===== config.mk =====
export PLATFORM = sky130hd
export DESIGN_NAME = p2m_demux_flat
export DESIGN_NICKNAME = d
export VERILOG_FILES = /design/src/rtl/p2m_pkg.sv /design/src/rtl/p2m_demux_if.sv /design/src/rtl/p2m_sat_counter.sv /design/src/rtl/p2m_demux.sv /design/src/flat_wrapper.sv
export SDC_FILE = /design/constraint.sdc
export NUM_CORES = 1
export LEC_CHECK = 0
export ABC_CLOCK_PERIOD_IN_PS = 3400
export CORE_AREA = 2 2 277 279
export DETAILED_ROUTE_END_ITERATION = 8
export DIE_AREA = 0 0 279 281
export GPL_TIMING_DRIVEN = 0
export PLACE_DENSITY = 0.59
export SETUP_SLACK_MARGIN = 0.02
export SYNTH_ARGS = -nofsm -noshare
export SYNTH_HDL_FRONTEND = slang
export SYNTH_SLANG_ARGS = --single-unit

===== constraint.sdc =====
create_clock -name CLK -period 3.4 [get_ports CLK]
set_clock_uncertainty 0.1 [all_clocks]
set_input_delay 0.68 -clock CLK [delete_from_list [all_inputs] [get_ports CLK]]
set_output_delay 0.68 -clock CLK [all_outputs]
set_load 0.05 [all_outputs]

===== src/rtl/p2m_pkg.sv =====
// Shared types and header helpers for the pipe-to-method demultiplexer.
// The header is the top TAG_W bits of a beat word: LAST flag on top, method id below it.
package p2m_pkg;

  typedef enum logic [1:0] {S_IDLE, S_ASSEMBLE, S_DISCARD, S_DISPATCH} p2m_state_t;

  // LAST is the header MSB; the id fills everything under it down to bit 0
  localparam int P2M_LAST_FROM_TOP = 1;
  localparam int P2M_ID_LSB        = 0;

  // Headers are passed zero-extended to 32 bits, so TAG_W is limited to 32
  function automatic logic [31:0] p2m_hdr_id(input logic [31:0] hdr, input int tag_w);
    logic [31:0] mask;
    mask = (32'd1 << (tag_w - P2M_LAST_FROM_TOP)) - 32'd1;
    return (hdr >> P2M_ID_LSB) & mask;
  endfunction

  function automatic logic p2m_hdr_last(input logic [31:0] hdr, input int tag_w);
    logic [31:0] s;
    s = hdr >> (tag_w - P2M_LAST_FROM_TOP);
    return s[0];
  endfunction

endpackage


===== src/rtl/p2m_demux_if.sv =====
// Beat intake (pipe side) and method dispatch (consumer side) bundle.
interface p2m_demux_if #(
  parameter int NUM_METHODS = 4,
  parameter int TAG_W       = 16,
  parameter int BEAT_W      = 128,
  parameter int MAX_BEATS   = 4
);
  localparam int MSG_W = BEAT_W * MAX_BEATS;
  localparam int LEN_W = $clog2(MAX_BEATS + 1);

  logic                    pipe_enq__ENA;
  logic [TAG_W+BEAT_W-1:0] pipe_enq_v;
  logic                    pipe_enq__RDY;
  logic [NUM_METHODS-1:0]  method__ENA;
  logic [NUM_METHODS-1:0]  method__RDY;
  logic [MSG_W-1:0]        method_v;
  logic [LEN_W-1:0]        method_len;

  modport master (
    output pipe_enq__ENA, pipe_enq_v, method__RDY,
    input  pipe_enq__RDY, method__ENA, method_v, method_len
  );

  modport slave (
    input  pipe_enq__ENA, pipe_enq_v, method__RDY,
    output pipe_enq__RDY, method__ENA, method_v, method_len
  );
endinterface


===== src/rtl/p2m_sat_counter.sv =====
// Saturating event counter: counts inc pulses, sticks at all-ones.
module p2m_sat_counter #(
  parameter int WIDTH = 16
) (
  input  logic             CLK,
  input  logic             nRST,
  input  logic             inc,
  output logic [WIDTH-1:0] count
);
  always_ff @(posedge CLK) begin
    if (nRST)                   count <= '0;
    else if (inc && count != '1) count <= count + WIDTH'(1);
  end
endmodule


===== src/rtl/p2m_demux.sv =====
// Reassembles tagged multi-beat messages from the pipe and dispatches each one,
// MSB-aligned and registered, to its method channel; bad messages only bump counters.
module p2m_demux
  import p2m_pkg::*;
#(
  parameter int NUM_METHODS = 4,
  parameter int TAG_W       = 16,
  parameter int BEAT_W      = 128,
  parameter int MAX_BEATS   = 4
) (
  input  logic        CLK,
  input  logic        nRST,
  p2m_demux_if.slave  bus,
  output logic [15:0] err_bad_id,
  output logic [15:0] err_proto
);
  localparam int MSG_W = BEAT_W * MAX_BEATS;
  localparam int LEN_W = $clog2(MAX_BEATS + 1);
  localparam int ID_W  = TAG_W - 1;

  p2m_state_t             state_q, state_d;
  logic [ID_W-1:0]        id_q, id_d;
  logic [LEN_W-1:0]       cnt_q, cnt_d;
  logic [MSG_W-1:0]       pay_q, pay_d;
  logic                   pend_bad_q, pend_bad_d;
  logic [NUM_METHODS-1:0] ena_q, ena_d;
  logic                   rdy_q;
  logic                   bad_inc, proto_inc;

  logic [31:0]       hdr, id_full;
  logic [ID_W-1:0]   beat_id;
  logic              last, id_ok, acc;
  logic [BEAT_W-1:0] beat;

  assign hdr     = 32'(bus.pipe_enq_v[TAG_W+BEAT_W-1 -: TAG_W]);
  assign beat    = bus.pipe_enq_v[BEAT_W-1:0];
  assign id_full = p2m_hdr_id(hdr, TAG_W);
  assign beat_id = ID_W'(id_full);
  assign last    = p2m_hdr_last(hdr, TAG_W);
  assign id_ok   = id_full < 32'(NUM_METHODS);
  assign acc     = bus.pipe_enq__ENA && rdy_q;

  always_comb begin
    state_d    = state_q;
    id_d       = id_q;
    cnt_d      = cnt_q;
    pay_d      = pay_q;
    pend_bad_d = pend_bad_q;
    bad_inc    = 1'b0;
    proto_inc  = 1'b0;
    ena_d      = '0;
    case (state_q)
      S_IDLE: if (acc) begin
        if (!id_ok) begin
          if (last) bad_inc = 1'b1;
          else begin
            state_d    = S_DISCARD;
            pend_bad_d = 1'b1;
          end
        end else begin
          id_d                       = beat_id;
          pay_d                      = '0;
          pay_d[MSG_W-1 -: BEAT_W]   = beat;
          cnt_d                      = LEN_W'(1);
          state_d                    = last ? S_DISPATCH : S_ASSEMBLE;
        end
      end
      S_ASSEMBLE: if (acc) begin
        // A foreign id or a beat past MAX_BEATS poisons the rest of the message
        if (beat_id != id_q || cnt_q == LEN_W'(MAX_BEATS)) begin
          if (last) begin
            proto_inc = 1'b1;
            state_d   = S_IDLE;
          end else begin
            state_d    = S_DISCARD;
            pend_bad_d = 1'b0;
          end
        end else begin
          for (int k = 1; k < MAX_BEATS; k++)
            if (cnt_q == LEN_W'(k)) pay_d[MSG_W-1-k*BEAT_W -: BEAT_W] = beat;
          cnt_d = cnt_q + LEN_W'(1);
          if (last) state_d = S_DISPATCH;
        end
      end
      S_DISCARD: if (acc && last) begin
        bad_inc   = pend_bad_q;
        proto_inc = !pend_bad_q;
        state_d   = S_IDLE;
      end
      S_DISPATCH: if ((ena_q & bus.method__RDY) != '0) state_d = S_IDLE;
      default: state_d = S_IDLE;
    endcase
    if (state_d == S_IDLE) begin
      pay_d = '0;
      cnt_d = '0;
    end
    for (int m = 0; m < NUM_METHODS; m++)
      ena_d[m] = (state_d == S_DISPATCH) && (id_d == ID_W'(m));
  end

  always_ff @(posedge CLK) begin
    if (nRST) begin
      state_q    <= S_IDLE;
      id_q       <= '0;
      cnt_q      <= '0;
      pay_q      <= '0;
      pend_bad_q <= 1'b0;
      ena_q      <= '0;
      rdy_q      <= 1'b1;
    end else begin
      state_q    <= state_d;
      id_q       <= id_d;
      cnt_q      <= cnt_d;
      pay_q      <= pay_d;
      pend_bad_q <= pend_bad_d;
      ena_q      <= ena_d;
      rdy_q      <= (state_d != S_DISPATCH);
    end
  end

  assign bus.pipe_enq__RDY = rdy_q;
  assign bus.method__ENA   = ena_q;
  assign bus.method_v      = pay_q;
  assign bus.method_len    = cnt_q;

  p2m_sat_counter #(.WIDTH(16)) u_cnt_bad (
    .CLK(CLK), .nRST(nRST), .inc(bad_inc), .count(err_bad_id)
  );

  p2m_sat_counter #(.WIDTH(16)) u_cnt_proto (
    .CLK(CLK), .nRST(nRST), .inc(proto_inc), .count(err_proto)
  );
endmodule


===== src/flat_wrapper.sv =====
// flat-port wrapper written by rule: the top's interface ports become plain ports
module p2m_demux_flat import p2m_pkg::*;
#(
  parameter int NUM_METHODS = 4,
  parameter int TAG_W       = 16,
  parameter int BEAT_W      = 128,
  parameter int MAX_BEATS   = 4
)
  (CLK, nRST, err_bad_id, err_proto, bus_pipe_enq__ENA, bus_pipe_enq_v, bus_method__RDY, bus_pipe_enq__RDY, bus_method__ENA, bus_method_v, bus_method_len);
  p2m_demux_if #(.NUM_METHODS(NUM_METHODS), .TAG_W(TAG_W), .BEAT_W(BEAT_W), .MAX_BEATS(MAX_BEATS)) bus_i ();
  input  logic CLK;
  input  logic nRST;
  output logic [15:0] err_bad_id;
  output logic [15:0] err_proto;
  input wire logic [$bits(bus_i.pipe_enq__ENA)-1:0] bus_pipe_enq__ENA;
  input wire logic [$bits(bus_i.pipe_enq_v)-1:0] bus_pipe_enq_v;
  input wire logic [$bits(bus_i.method__RDY)-1:0] bus_method__RDY;
  output wire logic [$bits(bus_i.pipe_enq__RDY)-1:0] bus_pipe_enq__RDY;
  output wire logic [$bits(bus_i.method__ENA)-1:0] bus_method__ENA;
  output wire logic [$bits(bus_i.method_v)-1:0] bus_method_v;
  output wire logic [$bits(bus_i.method_len)-1:0] bus_method_len;
  assign bus_i.pipe_enq__ENA = bus_pipe_enq__ENA;
  assign bus_i.pipe_enq_v = bus_pipe_enq_v;
  assign bus_i.method__RDY = bus_method__RDY;
  assign bus_pipe_enq__RDY = bus_i.pipe_enq__RDY;
  assign bus_method__ENA = bus_i.method__ENA;
  assign bus_method_v = bus_i.method_v;
  assign bus_method_len = bus_i.method_len;
  p2m_demux #(.NUM_METHODS(NUM_METHODS), .TAG_W(TAG_W), .BEAT_W(BEAT_W), .MAX_BEATS(MAX_BEATS)) u_core (.CLK(CLK), .nRST(nRST), .bus(bus_i), .err_bad_id(err_bad_id), .err_proto(err_proto));
endmodule

[Yosys cells after proc, flatten, opt, wreduce, memory -nomap -nowiden]
Index checks and enable logic that the tools add are counted.
Widths: inputs -> output; s select.
Word-level totals
  output and inout bits: 552
  word-level logic and storage cells: 108
  input bits: 151
  register bits: 570
Cells by class
  mux-type cells: 43
  add/subtract/negate cells: 3
  reduce and logical (&&, ||, !) cells: 22
  bitwise logic cells: 1
  magnitude comparators: 1
  eq/ne operators: 26
Operators by type and width (number)
  $mux 384: 4
  $pmux 384 s2: 1
  $mux 128: 3
  $mux 15: 3
  $add 16x1->16 const B: 2
  $ne 16x16->1 const B: 2
  $eq 15x2->1 const B: 2
  $mux 2: 10
  $reduce_and 6->1: 3
  $eq 15x1->1 const B: 1
  $logic_not 15->1: 1
  $lt 15x3->1 const B: 1
  $ne 15x15->1: 1
  $ne 2x1->1 const B: 7
  $mux 1: 13
  $mux 3: 4
  $ne 2x2->1 const B: 5
  $logic_and 1x1->1: 8
  $pmux 2 s4: 1
  $reduce_and 7->1: 1
  $eq 2x2->1 const B: 3
  $eq 3x2->1 const B: 2
  $pmux 1 s2: 3
  $pmux 3 s2: 1
  other kinds (13): 14

[Longest topological paths before layout]
  depth after elaboration: 7
  depth in mapped cells: 12

[Cells and area by module]
A second synthesis with hierarchy kept.
Second synthesis, totals
  cell total of the unflattened synthesis: 2174
  area total of the unflattened synthesis: 21904.8 µm²
By module, submodules not included
  p2m_demux: seq. area each 10770.3 µm², cells each 1976, area each 20208.1 µm², instances 1
  p2m_sat_counter: seq. area each 320.3 µm², cells each 99, area each 848.3 µm², instances 2

[Least setup slack after synthesis]
Ideal clock, no wire load.
  path kind: register -> register
  start point: register u_core.cnt_q[0] (netlist: u_core.bus.method_len[0])
  end point: register u_core.pay_q[68] (netlist: u_core.bus.method_v[68])
  buffers on the path: 4
  cell stages (with the launch flop): 13
  arrival time: 2.812 ns
  setup slack: 0.402 ns
  required time: 3.214 ns
  clock period less this slack: 2.998 ns
  library setup time: 0.086 ns
  cell sequence: dfxtp_1 inv_1 ha_1 nand2_1 nand4_1 or4_1 buf_2 a211oi_2 a31oi_1 buf_2 buf_2 buf_2 a211oi_1
On the way
  longest elaborated chain between the ends: 7
  elaborated cells on any way between the ends: 11
  those cells by class: 4 x eq/ne; 3 x mux; 4 x reduce/logical
Ends and longest elaborated chain
  from (decl): line p2m_demux.sv:23  | logic [LEN_W-1:0] cnt_q, cnt_d;
  from (signal assigned): line p2m_demux.sv:113  | cnt_q <= cnt_d;
  $eq 3x3->1: line p2m_demux.sv:70  | if (beat_id != id_q || cnt_q == LEN_W'(MAX_BEATS)) begin
  $logic_or 1x1->1: line p2m_demux.sv:70
  $mux 2: line p2m_demux.sv:70
  $mux 2: line p2m_demux.sv:68  | S_ASSEMBLE: if (acc) begin
  $pmux 2 s4: line p2m_demux.sv:52  | case (state_q)
  $logic_not 2->1: line p2m_demux.sv:93  | if (state_d == S_IDLE) begin
  $reduce_or 2->1 (no line)
  to (signal assigned): line p2m_demux.sv:114  | pay_q <= pay_d;
  to (decl): line p2m_demux.sv:24  | logic [MSG_W-1:0] pay_q, pay_d;
Several ways; a longest one is shown, not always the timed one.
A chain may end at the register's enable or synchronous reset.

[Worst setup path in the final report]
  start point: input bus_pipe_enq_v[128]
  end point: register u_core.pay_q[38] (netlist: u_core.bus.method_v[38])
On the way
  longest elaborated chain between the ends: 7
  elaborated cells on any way between the ends: 13
  those cells by class: 1 x order compare; 3 x eq/ne; 5 x mux; 4 x reduce/logical
Ends and longest elaborated chain
  from (decl): line flat_wrapper.sv:16  | input wire logic [$bits(bus_i.pipe_enq_v)-1:0] bus_pipe_enq_v;
  parallel branches: the longest is 7 deep, another holds $lt 15x3->1
Parallel ways; which one is timed is not known.

==> results by group <==
Drt
  – Vias: 24900
  – Drt wl/cell: 25.0 um
  – Final ANT Viol Nets: 0
  – DR vias/cell: 5.49
  – Starting DRT DRC Count: 1755
  – Post-route DRC: 0
  – Routed Wire Length: 113 mm
  – Initial DRT Pass Iterations: 6

Clocking
  – # clock sinks: 570
  – CTS max path bufs: 3
  – CTS tree: built
  – Clock transition at path regs: 60 ps
  – Clk_lat worst skew: 610 ps
  – CTS Buf Count: 68
  – Clock root cell: clkbuf_16
  – H-Tree Depth: 3
  – Hold Buf Count CTS: 0

Placed design
  – HPWL after DPL: 83.9 mm
  – PortBufs: 701
  – RePlAce Congestion: 0.927
  – Dpl cell area: 0.0321 mm^2

STA
  – Setup violations, final: 0
  – Actual slew at the worst max-slew pin: 1330 ps
  – Final worst path period need: 3250 ps
  – Final Max Tran Viols: 0
  – Achievable frequency: 0.308 GHz
  – RSZ-0062 raised after global routing: true
  – Fin Setup TNS: 0 ps
  – Hold Vio Cnt, Final: 0
  – Slew margin rel.: 11.3%
  – Fin crit share: 95.6%

Synth
  – Number of distinct library cells after synthesis: 47
  – Synth Register Bits: 570
  – Synth Instances: 2728
  – Post-synth EDFFs: 0
  – Synth Flop Type: dfxtp_1
  – Synth Cell Area: 0.0238 mm^2
  – Async SR Flop Fraction: 0%
  – Synth top area cells: dfxtp_1 48%, nor3_1 14%, a21oi_1 5.6%
  – Ys Warns: 0
  – Seq/Total Area, Yosys: 48.0%
  – Synth top area share: 48.0%
  – Count leader, synth: nor3_1
  – Syn Nets: 2890
  – Synth area leader: dfxtp_1
  – Synth Area per Inst: 8.72 um^2
  – Synth top cells by count: 655 x nor3_1, 570 x dfxtp_1, 264 x a21oi_1

Finish
  – Filler Cell Count: 7510
  – Synthesis-to-layout area growth: 45.1%
  – Final Cell Area: 0.0345 mm^2
  – Layout cells sized above 1: 7.29%
  – Register area: 0.0114 mm^2
  – Footprint of the multi-input gates: 0.0106 mm^2
  – Nets: 3669

Critical path
  – Worst R2R Start: u_core.state_q[0]$_SDFF_PP0_
  – Crit path capture type: register
  – Worst EP arrival: 3670 ps
  – Reg-to-reg endpoint: u_core.bus.method_v[403]$_SDFFE_PP0P_
  – CP Launch Type: primary input
  – Critical path class: in -> reg
  – Cells on worst reg2reg path: 10
  – Reg2reg setup slack: 200 ps
  – Worst setup startpoint: bus_pipe_enq_v[128]
  – Worst EP required: 3820 ps
  – Worst Path Max Fanout: 10

Job
  – Max-cap check violation count: 0

Outcome
  – Status: finished, final reports clean

GRT
  – GRT Util Overall: 27.5%
  – Global route total overflow: 0
  – Largest net degree at the start of global routing: 16
  – Vias in the first global route: 23800
  – First-pass GRT wire length: 161 mm
  – Initial antenna violation count: 4

Floorplan
  – Starting Density: 31.5%
  – CORE AREA: 0.0754 mm^2
  – Die height: 281 um
  – # IOs: 703
  – Die span in x: 279 um
  – Row count: 101
  – Die ar.: 0.0784 mm^2

Min path
  – Hold path cells: 3
  – Hold Startpoint: bus_pipe_enq_v[129]
  – Hold path endpoint: u_core.id_q[1]$_SDFF_PP0_
  – HP Class: in -> reg

Power and ir drop
  – Pleak: 0.0108 uW
  – Peak supply drop: 0.320 mV
  – Pwr per Cell Area: 559 mW/mm^2
[kinds of logic (layout without fill, tap and decap cells)]
kind of cell,after synthesis,in the layout,synth area share [%]
AND/OR/NAND/NOR,950,950,20.9
flip-flops,570,570,48.0
other,0,2,0
multiplexers,131,131,5.52
AO/OA/AOI/OAI,560,560,15.7
XOR/XNOR,43,43,1.58
buffers and inverters,463,1289,7.76
adder cells (fa/ha/maj),11,11,0.578
[per-layer routing]
metal,up-vias,GRT usage (%),share of wire (%)
li1,11600,-,-
met1,12000,32.6,40
met2,1025,45.9,47
met3,225,8.61,9.1
met4,0,12.1,4.2
met5,-,0,0
[registers in the layout, summed over array words and instances, names as in the netlist]
name	flops
u_core.pend_bad_q	1
u_core.id_q	15
u_core.u_cnt_bad.count	16
u_core.bus.pipe_enq__RDY	1
u_core.u_cnt_proto.count	16
u_core.state_q	2
u_core.bus.method__ENA	4
u_core.bus.method_v	512
u_core.bus.method_len	3
[layout by cell type, fill, tap and decap left out, drive strengths merged, types with 2 or more instances in the layout]
cell type        n
a21oi          264
a211oi         143
a31oi            2
nand3           18
nand2b           4
buf             95
nor2b            2
nor3           655
or3              2
o21ai            3
or4              3
ha              11
nor4             8
clkinvlp         6
nand2           26
xor2            14
clkdlybuf4s50  700
bufinv           4
a2111oi          4
mux2i          130
o221ai         128
dfxtp          570
and2            20
or3b             2
and4             6
and3             7
nand4          147
o31ai            2
diode            2
a21o             3
clkinv          11
clkbuf         330
nor2            42
inv            142
nand3b           6
xnor2           29
a21boi           2
[area by class of cell]
| class | instances | area share (%) |
|---|---|---|
| Tap cell | 978 | 3.54 |
| Buffer | 326 | 4.14 |
| Clock buffer | 90 | 5.52 |
| Multi-Input combinational cell | 1695 | 30.8 |
| Timing Repair Buffer | 710 | 20.5 |
| Sequential cell | 570 | 33.0 |
| Antenna cell | 2 | 0.0145 |
| Clock inverter | 27 | 0.898 |
| Inverter | 136 | 1.48 |
[worst max-delay path, cell delays in order]
cell	delay [ps]
clkdlybuf4s50_1	610
xnor2_2	170
nand4_1	130
buf_4	170
nor4_4	310
buf_4	180
clkbuf_2	530
clkbuf_1	470
nand4_1	160
a211oi_1	250
[worst max-delay path by stage]
stage | end | depth (start not counted)
global route | u_core.bus.method_v[394]$_SDFFE_PP0P_ | 9
CTS | u_core.bus.method_v[66]$_SDFFE_PP0P_ | 11
global placement | u_core.bus.method_v[204]$_SDFFE_PP0P_ | 9
floorplan | u_core.bus.method_v[68]$_SDFFE_PP0P_ | 12
detailed placement | u_core.bus.method_v[387]$_SDFFE_PP0P_ | 9
finish | u_core.bus.method_v[38]$_SDFFE_PP0P_ | 10
[metrics by stage]
step	setup WS [ps]	instances	total power [uW]	hold WS, ps	utilization (%)
final	151	4534	19300	369	45.8
after global routing	-6.48	4534	20000	394	45.8
after CTS	14.9	4531	19300	387	45.6
after detailed placement	-1230	4408	11900	377	42.5
after global placement	-1390	4407	11900	375	42.5
after floorplan	402	2728	9650	375	-
[repair_timing]
action / in CTS / in global routing
gates resized for setup: 24 / 73
cloned: 0 / 0
buffers inserted: 6 / 2
endpoints found under the setup margin: 512 / 509
endpoints found under the hold margin: 0 / 0
pin swaps: 4 / 2
[where the power goes]
group / internal [uW] / switching, uW
Combinational: 994 / 4190
Clock: 4280 / 3120
Sequential: 6700 / 28.6
(Power assumes the default switching activity.)
